===== src/rtl/spi_irq_pkg.sv =====
// Shared definitions for the SPI IRQ scheduler: FSM state encoding,
// id-width helper and the default holdoff length.
package spi_irq_pkg;

  typedef enum logic [1:0] {
    IDLE  = 2'd0,
    OFFER = 2'd1,
    WAIT  = 2'd2,
    HOLD  = 2'd3
  } state_t;

  localparam int DEFAULT_HOLDOFF = 4095;

  // Width of a source index; never narrower than one bit.
  function automatic int id_w(input int n);
    return (n < 2) ? 1 : $clog2(n);
  endfunction

endpackage


===== src/rtl/spi_irq_rr_pick.sv =====
// Combinational round-robin picker: returns the first set bit of elig at or
// above ptr, wrapping past N-1 back to 0.
module spi_irq_rr_pick #(
  parameter int N = 4,
  parameter int W = 2
) (
  input  logic [N-1:0] elig,
  input  logic [W-1:0] ptr,
  output logic         any,
  output logic [W-1:0] idx
);

  logic [2*N-1:0] dbl;
  logic [N-1:0]   rot;
  logic [W:0]     sum;

  // Rotate so bit 0 is the pointer position, take the lowest set bit, map back.
  always_comb begin
    dbl = {elig, elig} >> ptr;
    rot = dbl[N-1:0];
    any = |rot;
    sum = '0;
    for (int k = N - 1; k >= 0; k--) begin
      if (rot[k]) sum = {1'b0, ptr} + (W+1)'(k);
    end
    if (sum >= (W+1)'(N)) sum = sum - (W+1)'(N);
    idx = sum[W-1:0];
  end

endmodule


===== src/rtl/spi_irq_scheduler.sv =====
// SPI IRQ scheduler: latches rising edges on N_SRC IRQ lines, offers them one
// at a time (round-robin) to the SPI engine, and enforces a quiet period of
// HOLDOFF cycles after each completed transaction.
// Optional feature macro: SPI_IRQ_MASK_EN adds a mask port; masked sources
// still latch pending but are skipped by the picker.
//
// state | meaning
// IDLE  | nothing offered; picks the next eligible pending source
// OFFER | req_valid high, req_id held until req_ready
// WAIT  | engine owns the transaction; waiting for done
// HOLD  | quiet period after done, HOLDOFF cycles long
module spi_irq_scheduler
  import spi_irq_pkg::*;
#(
  parameter int N_SRC   = 4,
  parameter int HOLDOFF = DEFAULT_HOLDOFF,
  parameter int TW      = 12,
  localparam int ID_W   = id_w(N_SRC)
) (
  input  logic             clk,
  input  logic             rst,
  input  logic [N_SRC-1:0] src_irq,
  output logic             req_valid,
  output logic [ID_W-1:0]  req_id,
  input  logic             req_ready,
  input  logic             done,
  output logic             busy,
  output logic [N_SRC-1:0] pend
`ifdef SPI_IRQ_MASK_EN
  ,
  input  logic [N_SRC-1:0] mask
`endif
);

  localparam logic [TW-1:0] HOLD_LAST = (HOLDOFF > 0) ? TW'(HOLDOFF - 1) : TW'(0);

  state_t           state, state_nxt;
  logic [N_SRC-1:0] prev;
  logic [N_SRC-1:0] elig;
  logic [N_SRC-1:0] clr;
  logic [ID_W-1:0]  rr_ptr;
  logic [ID_W-1:0]  pick_idx;
  logic             pick_any;
  logic             hs;
  logic [TW-1:0]    timer;

  assign hs  = (state == OFFER) && req_ready;
  assign clr = hs ? ({{(N_SRC-1){1'b0}}, 1'b1} << req_id) : '0;

`ifdef SPI_IRQ_MASK_EN
  assign elig = pend & ~mask;
`else
  assign elig = pend;
`endif

  spi_irq_rr_pick #(
    .N (N_SRC),
    .W (ID_W)
  ) u_pick (
    .elig (elig),
    .ptr  (rr_ptr),
    .any  (pick_any),
    .idx  (pick_idx)
  );

  // Edge detect and pending latch; a new edge beats a same-cycle clear.
  always_ff @(posedge clk) begin
    if (rst) begin
      prev <= '0;
      pend <= '0;
    end else begin
      prev <= src_irq;
      pend <= (pend & ~clr) | (src_irq & ~prev);
    end
  end

  // State register.
  always_ff @(posedge clk) begin
    if (rst) state <= IDLE;
    else     state <= state_nxt;
  end

  // Next-state logic; done outside WAIT is ignored.
  always_comb begin
    state_nxt = state;
    case (state)
      IDLE:    if (pick_any)  state_nxt = OFFER;
      OFFER:   if (req_ready) state_nxt = WAIT;
      WAIT:    if (done)      state_nxt = (HOLDOFF == 0) ? IDLE : HOLD;
      HOLD:    if (timer == HOLD_LAST) state_nxt = IDLE;
      default: state_nxt = IDLE;
    endcase
  end

  // Outputs decoded from the state register.
  always_comb begin
    req_valid = (state == OFFER);
    busy      = (state != IDLE);
  end

  // Offer id, round-robin pointer and holdoff timer.
  always_ff @(posedge clk) begin
    if (rst) begin
      req_id <= '0;
      rr_ptr <= '0;
      timer  <= '0;
    end else begin
      if (state == IDLE && pick_any) req_id <= pick_idx;
      if (hs) rr_ptr <= (req_id == ID_W'(N_SRC - 1)) ? '0 : req_id + ID_W'(1);
      if (state == HOLD)             timer <= (timer == HOLD_LAST) ? '0 : timer + TW'(1);
      else if (state == WAIT && done) timer <= '0;
    end
  end

endmodule


===== config.mk =====
export PLATFORM = sky130hd
export DESIGN_NAME = spi_irq_scheduler
export DESIGN_NICKNAME = d
export VERILOG_FILES = /design/src/rtl/spi_irq_pkg.sv /design/src/rtl/spi_irq_rr_pick.sv /design/src/rtl/spi_irq_scheduler.sv
export SDC_FILE = /design/constraint.sdc
export NUM_CORES = 1
export LEC_CHECK = 0
export ABC_AREA = 1
export CORE_ASPECT_RATIO = 1.4
export CORE_MARGIN = 5
export CORE_UTILIZATION = 61
export CTS_CLUSTER_SIZE = 28
export DETAILED_ROUTE_END_ITERATION = 10
export GPL_ROUTABILITY_DRIVEN = 0
export PLACE_DENSITY = 0.93
export SYNTH_ARGS = -nofsm -noshare
export SYNTH_HDL_FRONTEND = slang
export SYNTH_SLANG_ARGS = --single-unit
export TNS_END_PERCENT = 5

===== constraint.sdc =====
create_clock -name clk -period 4.7 [get_ports clk]
set_clock_uncertainty 0.2 [all_clocks]
set_input_delay 0.94 -clock clk [delete_from_list [all_inputs] [get_ports clk]]
set_output_delay 0.94 -clock clk [all_outputs]
set_load 0.02 [all_outputs]

==> key figures, run 1 <==
GRT
  • Largest net degree at the start of global routing: 17
  • Initial antenna violation count: 0
  • Total congestion overflow: 0
  • First-pass GRT wire length: 5730 um
  • Vias in the first global route: 1406
  • GRT Util Overall: 18.8%

Logic synthesis
  • Area contributors post-synth: dfxtp_1, nand2_1, ha_1, inv_1, a21oi_1
  • EDFF count, synth: 0
  • Ys async rst share: 0%
  • Top-count cell post-synth: nand2_1
  • Top_reg_cell synth: dfxtp_1
  • Mapped Cells: 230
  • Synth Warn #: 0
  • Mean area per synthesized cell: 7.25 um^2
  • Yosys top cell by area: dfxtp_1
  • Yosys cell types: 32
  • Synthesized flop and latch total: 26
  • Seq/Total Area, Yosys: 31.2%
  • Mapped Area: 0.00167 mm^2
  • Share of the synthesized area in the top cell type: 31.2%
  • Post-synth top cells: nand2_1, inv_1, dfxtp_1
  • Mapped Nets: 249

Timing
  • RSZ-0062 raised after global routing: no
  • Min Tclk post-route: 2860 ps
  • Slew @ Worst Pin: 935 ps
  • Fmax: 350 MHz
  • Slew Limit Headroom: 37.7%
  • Hold_ws: 244 ps
  • Final Setup Violations: 0
  • Ratio of final minimum period to clock period: 60.9%
  • Setup TNS Final: 0 ps
  • Final Hold Fails: 0
  • Slew Limit Fails: 0

Clock network
  • CTS Hold Buffers Added: 0
  • Clk root buf: clkbuf_4
  • Worst-Skew Late Latency: 310 ps
  • Total CTS buffers: 3
  • CTS resizes: 0
  • Clock transition at the registers of the reported paths: 130 ps
  • CTS sink count: 26
  • CTS tree: done
  • Clock Path Buffers: 2
  • H-tree depth: 1
  • Setup bufs post-CTS: 0

Pwr
  • Leak pwr: 0.000822 uW
  • VDD IR max: 0.000186 V
  • PD cells: 378 mW/mm^2

Drt
  • DR vias/cell: 5.18
  • Avg WL per Cell: 11.5 um
  • Vias: 1446
  • Post-Route WL: 3210 um
  • Initial DRC count: 49
  • Pre-Repair DR Iteration Count: 4
  • DRC: 0
  • Final ANT Viol Nets: 0

Worst hold path
  • HP Class: reg2reg

Setup path
  • Max FO, Critical Path: 4
  • Delay-heaviest family, CP: buffers and inverters
  • Crit path launch type: flop
  • Most common cell type on the critical path: inv_1
  • Slowest cell on crit path: clkdlybuf4s50_1
  • CP Class: reg2out
  • Crit path cell chain: inv_1 > ha_1 > inv_1 > clkdlybuf4s50_1
  • CP Capture Type: output pin
  • WP data arrival: 1720 ps
  • Max incr delay on CP: 600 ps
  • CP Buf/Inv Count: 3
  • Worst endpoint required time: 3560 ps

Layout
  • Share of layout cells above drive strength 1: 16.5%
  • Area of the multi-input gates: 988 um^2
  • Syn-to-layout area delta: 11.2%
  • Final #Nets: 264
  • Flip-flop and latch area: 520 um^2
  • Fillers: 219
  • Antenna Cells: 0

Floorplan
  • Core outline area: 0.00262 mm^2
  • Die area: 0.00389 mm^2
  • # IOs: 16
  • Die Wd: 54.2 um
  • Chip Height: 71.9 um
  • Row count: 22
  • Initial Util: 63.8%

Placement
  • Input/output buffers: 15
  • Dpl hpwl: 2560 um

Job
  • Max-cap violations: 0

Outcome
  • Status: finished, final reports clean
[where the power goes]
part	switching (uW)	leakage, uW	total (uW)	internal [uW]
Sequential	33.5	0.000213	279	245
Clock	62.1	0.0000138	92.1	30.0
Combinational	199	0.000595	330	130
Total	295	0.000822	701	406
[final timing paths]
| kind | start | endpoint | slack [ps] | depth (start not counted) |
|---|---|---|---|---|
| max | state[0]$_SDFFE_PP0P_ | busy | 1840 | 4 |
| min | prev[3]$_SDFF_PP0_ | pend[3]$_SDFF_PP0_ | 240 | 1 |
| max reg2reg | state[0]$_SDFFE_PP0P_ | timer[3]$_SDFFE_PP0P_ | 2540 | 6 |
| min reg2reg | prev[3]$_SDFF_PP0_ | pend[3]$_SDFF_PP0_ | 240 | 1 |
[state kept, by name, summed over array words and instances, names as in the netlist]
signal / count
timer: 12
state: 2
pend: 4
prev: 4
rr_ptr: 2
req_id: 2
[cell families (layout without fill, tap and decap cells)]
group | Yosys count | count (layout) | share of synthesized area (%)
flip-flops | 26 | 26 | 31.2
XOR/XNOR | 1 | 1 | 0.525
AO/OA/AOI/OAI | 41 | 41 | 14.7
buffers and inverters | 37 | 50 | 9.53
adder cells (fa/ha/maj) | 11 | 11 | 8.25
AND/OR/NAND/NOR | 114 | 114 | 35.8
[final cells by class]
| type | instances | share of cell area [%] |
|---|---|---|
| flip-flops and latches | 26 | 28.1 |
| clock buffers | 3 | 1.21 |
| multi-input cells | 167 | 53.3 |
| repair buffers | 15 | 8.10 |
| inverters | 32 | 6.88 |
| well taps | 36 | 2.43 |
[per-stage QoR]
stage / utilization, % / cells / setup WS (ps) / instance area (um^2) / power [uW]
after floorplan: - / 230 / 2760 / 1670 / 528
after global placement: 70.0 / 276 / 1950 / 1830 / 605
after detailed placement: 70.0 / 276 / 1850 / 1830 / 615
after CTS: 70.9 / 279 / 1830 / 1850 / 703
after global routing: 70.9 / 279 / 1760 / 1850 / 760
final: 70.9 / 279 / 1840 / 1850 / 701
[routing by layer]
metal | routed length, um | track usage [%] | up-vias | share of wire [%]
met5 | 0 | 0 | - | 0
met4 | 20 | 4.71 | 0 | 0.62
met3 | 59 | 1.66 | 2 | 1.8
met2 | 1860 | 35.7 | 13 | 58
met1 | 1270 | 21.2 | 682 | 40
li1 | - | - | 749 | -
[cells in the final DEF, fill, tap and decap left out, types with 5 or more instances in the layout]
cell type | netlist | routed
inv_1 | 29 | 29
dfxtp_1 | 26 | 26
ha_1 | 11 | 11
nand2_2 | 10 | 10
nand2_1 | 56 | 56
o21ai_0 | 8 | 8
nand2_4 | 5 | 5
nor2_1 | 22 | 22
a21oi_1 | 19 | 19
clkdlybuf4s50_1 | 0 | 15
nand3_1 | 7 | 7
(Power assumes the default switching activity.)
==> inputs of run 2 (changes only) <==
Settings changed: CORE_UTILIZATION 61 to 56, PLACE_DENSITY 0.93 to 0.87.
Clock period 4.7 ns to 2.8 ns, I/O delays scaled along.
==> run 2 against run 1 <==
Critical path depth did not move. Cell area up 3.5%. Via count is essentially flat. Core utilization down 4.2 points. Global-route usage is 1.0 points lower. Sequential share of layout area down 0.95 points. Wire length grew 5.1%. Final cell count rose by 1.4%.
==> key figures, run 2 (synthesis gave the netlist of run 1 again) <==
Outcome
  • Status: finished, final reports clean

Setup path
  • Max FO, Critical Path: 4 (unchanged)
  • Crit path launch type: flop
  • Slowest cell on crit path: clkdlybuf4s50_1
  • Max incr delay on CP: 590 ps (about the same)
  • Worst endpoint required time: 2040 ps (-1520 ps)
  • CP Capture Type: output pin
  • Most common cell type on the critical path: inv_1
  • CP Class: reg2out
  • WP data arrival: 1690 ps (-30 ps)
  • Crit path cell chain: inv_1 > ha_1 > inv_1 > clkdlybuf4s50_1

Drt
  • DR vias/cell: 5.11 (-1.5%)
  • Initial DRC count: 55 (+12%)
  • Vias: 1445 (-0.069%)
  • Post-Route WL: 3370 um (+5.1%)
  • Avg WL per Cell: 11.9 um (+3.6%)
  • DRC: 0 (unchanged)
  • Pre-Repair DR Iteration Count: 4 (unchanged)
  • Final ANT Viol Nets: 0 (unchanged)

Timing
  • Setup TNS Final: 0 ps (unchanged)
  • Slew @ Worst Pin: 423 ps (-512 ps)
  • Ratio of final minimum period to clock period: 87.4%
  • Min Tclk post-route: 2450 ps
  • Slew Limit Fails: 0 (unchanged)
  • RSZ-0062 raised after global routing: no
  • Final Hold Fails: 0 (unchanged)
  • Fmax: 408 MHz
  • Slew Limit Headroom: 71.8% (+34 points)
  • Final Setup Violations: 0 (unchanged)

Job
  • Max-cap violations: 0 (unchanged)

Floorplan
  • Die area: 0.00419 mm^2 (+7.5%)
  • Core outline area: 0.00288 mm^2 (+10%)
  • # IOs: 16 (unchanged)
  • Die Wd: 56.1 um (+3.6%)
  • Row count: 23 (+4.5%)
  • Initial Util: 58.0% (-5.8 points)
  • Chip Height: 74.6 um (+3.8%)

Clock network
  • Worst-Skew Late Latency: 280 ps (-30 ps)
  • CTS sink count: 26 (unchanged)
  • Clock Path Buffers: 2 (unchanged)
  • Setup bufs post-CTS: 0 (unchanged)
  • Clk root buf: clkbuf_8
  • CTS tree: done
  • Clock transition at the registers of the reported paths: 100 ps (-30 ps)
  • H-tree depth: 1 (unchanged)
  • CTS resizes: 0 (unchanged)
  • CTS Hold Buffers Added: 0 (unchanged)
  • Total CTS buffers: 3 (unchanged)

Pwr
  • Leak pwr: 0.000853 uW (+3.8%)
  • PD cells: 710 mW/mm^2 (+88%)
  • VDD IR max: 0.000537 V (+190%)

Layout
  • Syn-to-layout area delta: 15.1%
  • Share of layout cells above drive strength 1: 17.5% (+1.0 points)
  • Antenna Cells: 0 (unchanged)
  • Max reg flops: 12 (unchanged)
  • Top Registers: timer: 12 flops, pend: 4 flops, prev: 4 flops
  • Reg with most FFs: timer
  • Most common cell after layout, fill and taps aside: nand2_1
  • End-of-flow core utilization: 66.7% (-4.2 points)
  • Final #Nets: 266 (+0.76%)
  • Commonest non-fill, non-tap cells in the layout: nand2_1, inv_1, dfxtp_1

Placement
  • Dpl hpwl: 2590 um (+1.1%)
  • Input/output buffers: 15 (unchanged)

GRT
  • GRT Util Overall: 17.8% (-1.0 points)
  • First-pass GRT wire length: 5910 um (+3.2%)
  • Largest net degree at the start of global routing: 16 (-1)
  • Initial antenna violation count: 0 (unchanged)
  • Total congestion overflow: 0 (unchanged)
  • Vias in the first global route: 1411 (+0.36%)

Worst hold path
  • HP Class: reg2reg
[run 2: cell count changes in the layout (fill, tap and decap cells not counted)]
cell / before / now
buf_4: 0 / 2
clkbuf_4: 3 / 0
bufinv_16: 0 / 1
clkbuf_8: 0 / 3
[run 2: worst max-delay path: cells and delay by family, from the launching register on]
family                     cells  cell delay [ps]
DFF                            1              370
adders and majority gates      1              270
buffers and inverters          3              770
[run 2: cell type report]
class | instances | area (um^2)
Fill cell | 253 | 958
Inverter | 32 | 128
Sequential cell | 26 | 520
Clock buffer | 3 | 41.3
Multi-Input combinational cell | 167 | 988
Tap cell | 37 | 46.3
Timing Repair Buffer | 17 | 165
Clock inverter | 1 | 30.0
[run 2: path summary, 6_finish.rpt]
path / startpoint / end / slack [ps] / cells past startpoint
hold / removal: prev[3]$_SDFF_PP0_ / pend[3]$_SDFF_PP0_ / 260 / 1
setup reg to reg: timer[0]$_SDFFE_PP0P_ / timer[5]$_SDFFE_PP0P_ / 1120 / 9
hold reg to reg: prev[3]$_SDFF_PP0_ / pend[3]$_SDFF_PP0_ / 260 / 1
setup / recovery: state[0]$_SDFFE_PP0P_ / busy / 350 / 4
[run 2: metal layers]
| layer | track usage, % | share of wire [%] | wire length [um] |
|---|---|---|---|
| met1 | 18.5 | 39 | 1310 |
| met2 | 33.6 | 56 | 1890 |
| met3 | 3.47 | 2.4 | 81 |
| met4 | 9.50 | 2.9 | 99 |
| met5 | 0 | 0 | 0 |
[run 2: stage by stage]
stage / total power, uW / hold slack (ps) / cell area [um^2] / setup WS (ps) / cells
after detailed placement: 1050 / 241 / 1850 / 661 / 279
after global routing: 1460 / 257 / 1920 / 261 / 283
after global placement: 1030 / 215 / 1850 / 716 / 279
after floorplan: 886 / 208 / 1670 / 1240 / 230
after CTS: 1370 / 255 / 1920 / 349 / 283
final: 1360 / 264 / 1920 / 352 / 283
[run 2: report_power, final]
part / leakage (uW) / total, uW / internal, uW / switching (uW)
Combinational: 0.000605 / 579 / 228 / 351
Sequential: 0.000213 / 470 / 412 / 57.9
Clock: 0.0000357 / 314 / 191 / 123
Total: 0.000853 / 1360 / 831 / 531
==> inputs of run 3 (changes only) <==
Settings changed: CORE_UTILIZATION 56 to 62, DONT_BUFFER_PORTS set to 1.
==> run 3 against run 2 <==
Combinational power shrank 20%. Flip-flop and latch count unchanged. Maximum frequency increased by 24%. Cell area fell by 9.3%. Wire length down 8.0%. Critical path depth fell by 1. Worst setup slack gained 470 ps.
==> key figures, run 3 (synthesis gave the netlist of run 1 again) <==
GRT
  • Vias in the first global route: 1297 (-8.1%)
  • Initial antenna violation count: 0 (unchanged)
  • Largest net degree at the start of global routing: 17 (+1)
  • GRT Util Overall: 17.8% (+0.020 points)
  • First-pass GRT wire length: 5240 um (-11%)
  • Total congestion overflow: 0 (unchanged)

Drt
  • Avg WL per Cell: 11.7 um (-2.1%)
  • Final ANT Viol Nets: 0 (unchanged)
  • Vias: 1375 (-4.8%)
  • DR vias/cell: 5.17 (+1.2%)
  • DRC: 0 (unchanged)
  • Post-Route WL: 3100 um (-8.0%)
  • Initial DRC count: 26 (-53%)
  • Pre-Repair DR Iteration Count: 4 (unchanged)

Worst hold path
  • HP Start: rst
  • Hold depth: 1 (unchanged)
  • Worst Hold End: pend[0]$_SDFF_PP0_
  • HP Class: in2reg

Timing
  • Final Setup Violations: 0 (unchanged)
  • Final Hold Fails: 0 (unchanged)
  • Worst Setup Slack, final: 822 ps (+470 ps)
  • Slew @ Worst Pin: 418 ps (-4.64 ps)
  • RSZ-0062 raised after global routing: no
  • Min Tclk post-route: 1980 ps (-470 ps)
  • Slew Limit Headroom: 72.1% (+0.31 points)
  • Fmax: 506 MHz (+24%)
  • Setup TNS Final: 0 ps (unchanged)
  • Slew Limit Fails: 0 (unchanged)
  • Hold_ws: 76.3 ps (-188 ps)
  • Ratio of final minimum period to clock period: 70.6% (-17 points)

Setup path
  • Delay-heaviest family, CP: flip-flops
  • Flop-to-flop setup slack: 1140 ps (+20 ps)
  • Reg2reg start: rr_ptr[0]$_SDFFE_PP0P_
  • Crit path launch type: flop
  • Reg2Reg Depth: 8 (-1)
  • CP Buf/Inv Count: 2 (-1)
  • CP Class: reg2out
  • Slowest cell on crit path: dfxtp_1
  • Worst endpoint required time: 2040 ps (about the same)
  • Most common cell type on the critical path: inv_1
  • Crit path cell chain: inv_1 > ha_1 > inv_1
  • WP data arrival: 1220 ps (-470 ps)
  • Max FO, Critical Path: 4 (unchanged)
  • CP Capture Type: output pin
  • Worst R2R End: req_id[0]$_SDFFE_PP0P_
  • Max incr delay on CP: 380 ps (-210 ps)

Floorplan
  • Core outline area: 0.00262 mm^2 (-9.1%)
  • Row count: 22 (-4.3%)
  • Die area: 0.00384 mm^2 (-8.2%)
  • Initial Util: 63.8% (+5.8 points)
  • Chip Height: 71.4 um (-4.3%)
  • Die Wd: 53.8 um (-4.1%)
  • # IOs: 16 (unchanged)

Job
  • Max-cap violations: 0 (unchanged)

Clock network
  • CTS Hold Buffers Added: 0 (unchanged)
  • Worst-Skew Late Latency: 330 ps (+50 ps)
  • Clk root buf: clkbuf_4
  • Clock transition at the registers of the reported paths: 140 ps (+40 ps)
  • H-tree depth: 1 (unchanged)
  • CTS tree: done
  • Total CTS buffers: 3 (unchanged)
  • CTS resizes: 0 (unchanged)
  • Setup bufs post-CTS: 0 (unchanged)
  • Clock Path Buffers: 2 (unchanged)
  • CTS sink count: 26 (unchanged)

Pwr
  • PD cells: 695 mW/mm^2 (-2.1%)
  • Final Power: 1210 uW (-11%)
  • VDD IR max: 0.000419 V (-22%)
  • Leak pwr: 0.000784 uW (-8.1%)

Layout
  • Reg with most FFs: timer
  • Syn-to-layout area delta: 4.43%
  • Final #Nets: 250 (-6.0%)
  • Most common cell after layout, fill and taps aside: nand2_1
  • Commonest non-fill, non-tap cells in the layout: nand2_1, inv_1, dfxtp_1
  • Antenna Cells: 0 (unchanged)
  • Top Registers: timer: 12 flops, pend: 4 flops, prev: 4 flops
  • End-of-flow core utilization: 66.6% (-0.093 points)
  • Share of layout cells above drive strength 1: 18.3% (+0.78 points)
  • Max reg flops: 12 (unchanged)

Outcome
  • Status: finished, final reports clean

Placement
  • Input/output buffers: 0 (-15)
  • Dpl hpwl: 2450 um (-5.2%)
  • Setup WS pre-CTS: 1130 ps (+466 ps)
[run 3: area by class of cell]
class | instances | area [um^2]
Inverter | 32 | 128
Multi-Input combinational cell | 167 | 988
Fill cell | 248 | 873
Timing Repair Buffer | 1 | 7.51
Sequential cell | 26 | 520
Tap cell | 36 | 45.0
Clock inverter | 1 | 30.0
Clock buffer | 3 | 22.5
[run 3: per-stage QoR]
| step | area, um^2 | cells |
|---|---|---|
| 6_report | 1740 | 266 |
| 5_1_grt | 1740 | 266 |
| 4_1_cts | 1740 | 266 |
| 3_5_place_dp | 1690 | 262 |
| 3_3_place_gp | 1690 | 262 |
| 2_1_floorplan | 1670 | 230 |
[run 3: worst register-to-register path: stages (launching register included)]
cell	delay, ps
dfxtp_1	600
nand2_1	170
nand2_4	120
nor2_2	60
nand2_1	70
nand2_2	80
a21oi_2	110
nand2_1	70
a21oi_1	110
[run 3: worst max path at each step]
stage                                from                endpoint  cells past startpoint
global placement    state[1]$_SDFFE_PP0P_   state[0]$_SDFFE_PP0P_                      9
CTS                 state[0]$_SDFFE_PP0P_                    busy                      3
global route        state[0]$_SDFFE_PP0P_                    busy                      3
detailed placement  state[1]$_SDFFE_PP0P_  rr_ptr[1]$_SDFFE_PP0P_                      5
finish              state[0]$_SDFFE_PP0P_                    busy                      3
floorplan           state[0]$_SDFFE_PP0P_                    busy                      3
[run 3: power breakdown]
part / internal [uW] / switching (uW)
Combinational: 166 / 301
Sequential: 412 / 76.4
Clock: 145 / 111
Total: 722 / 488
[run 3: metal layers]
layer	GRT usage (%)	vias to the layer above	share of wire, %
met1	19.9	634	40
met4	6.25	0	1.4
met5	0	-	0
li1	-	721	-
met3	3.74	5	4.0
met2	31.7	15	54
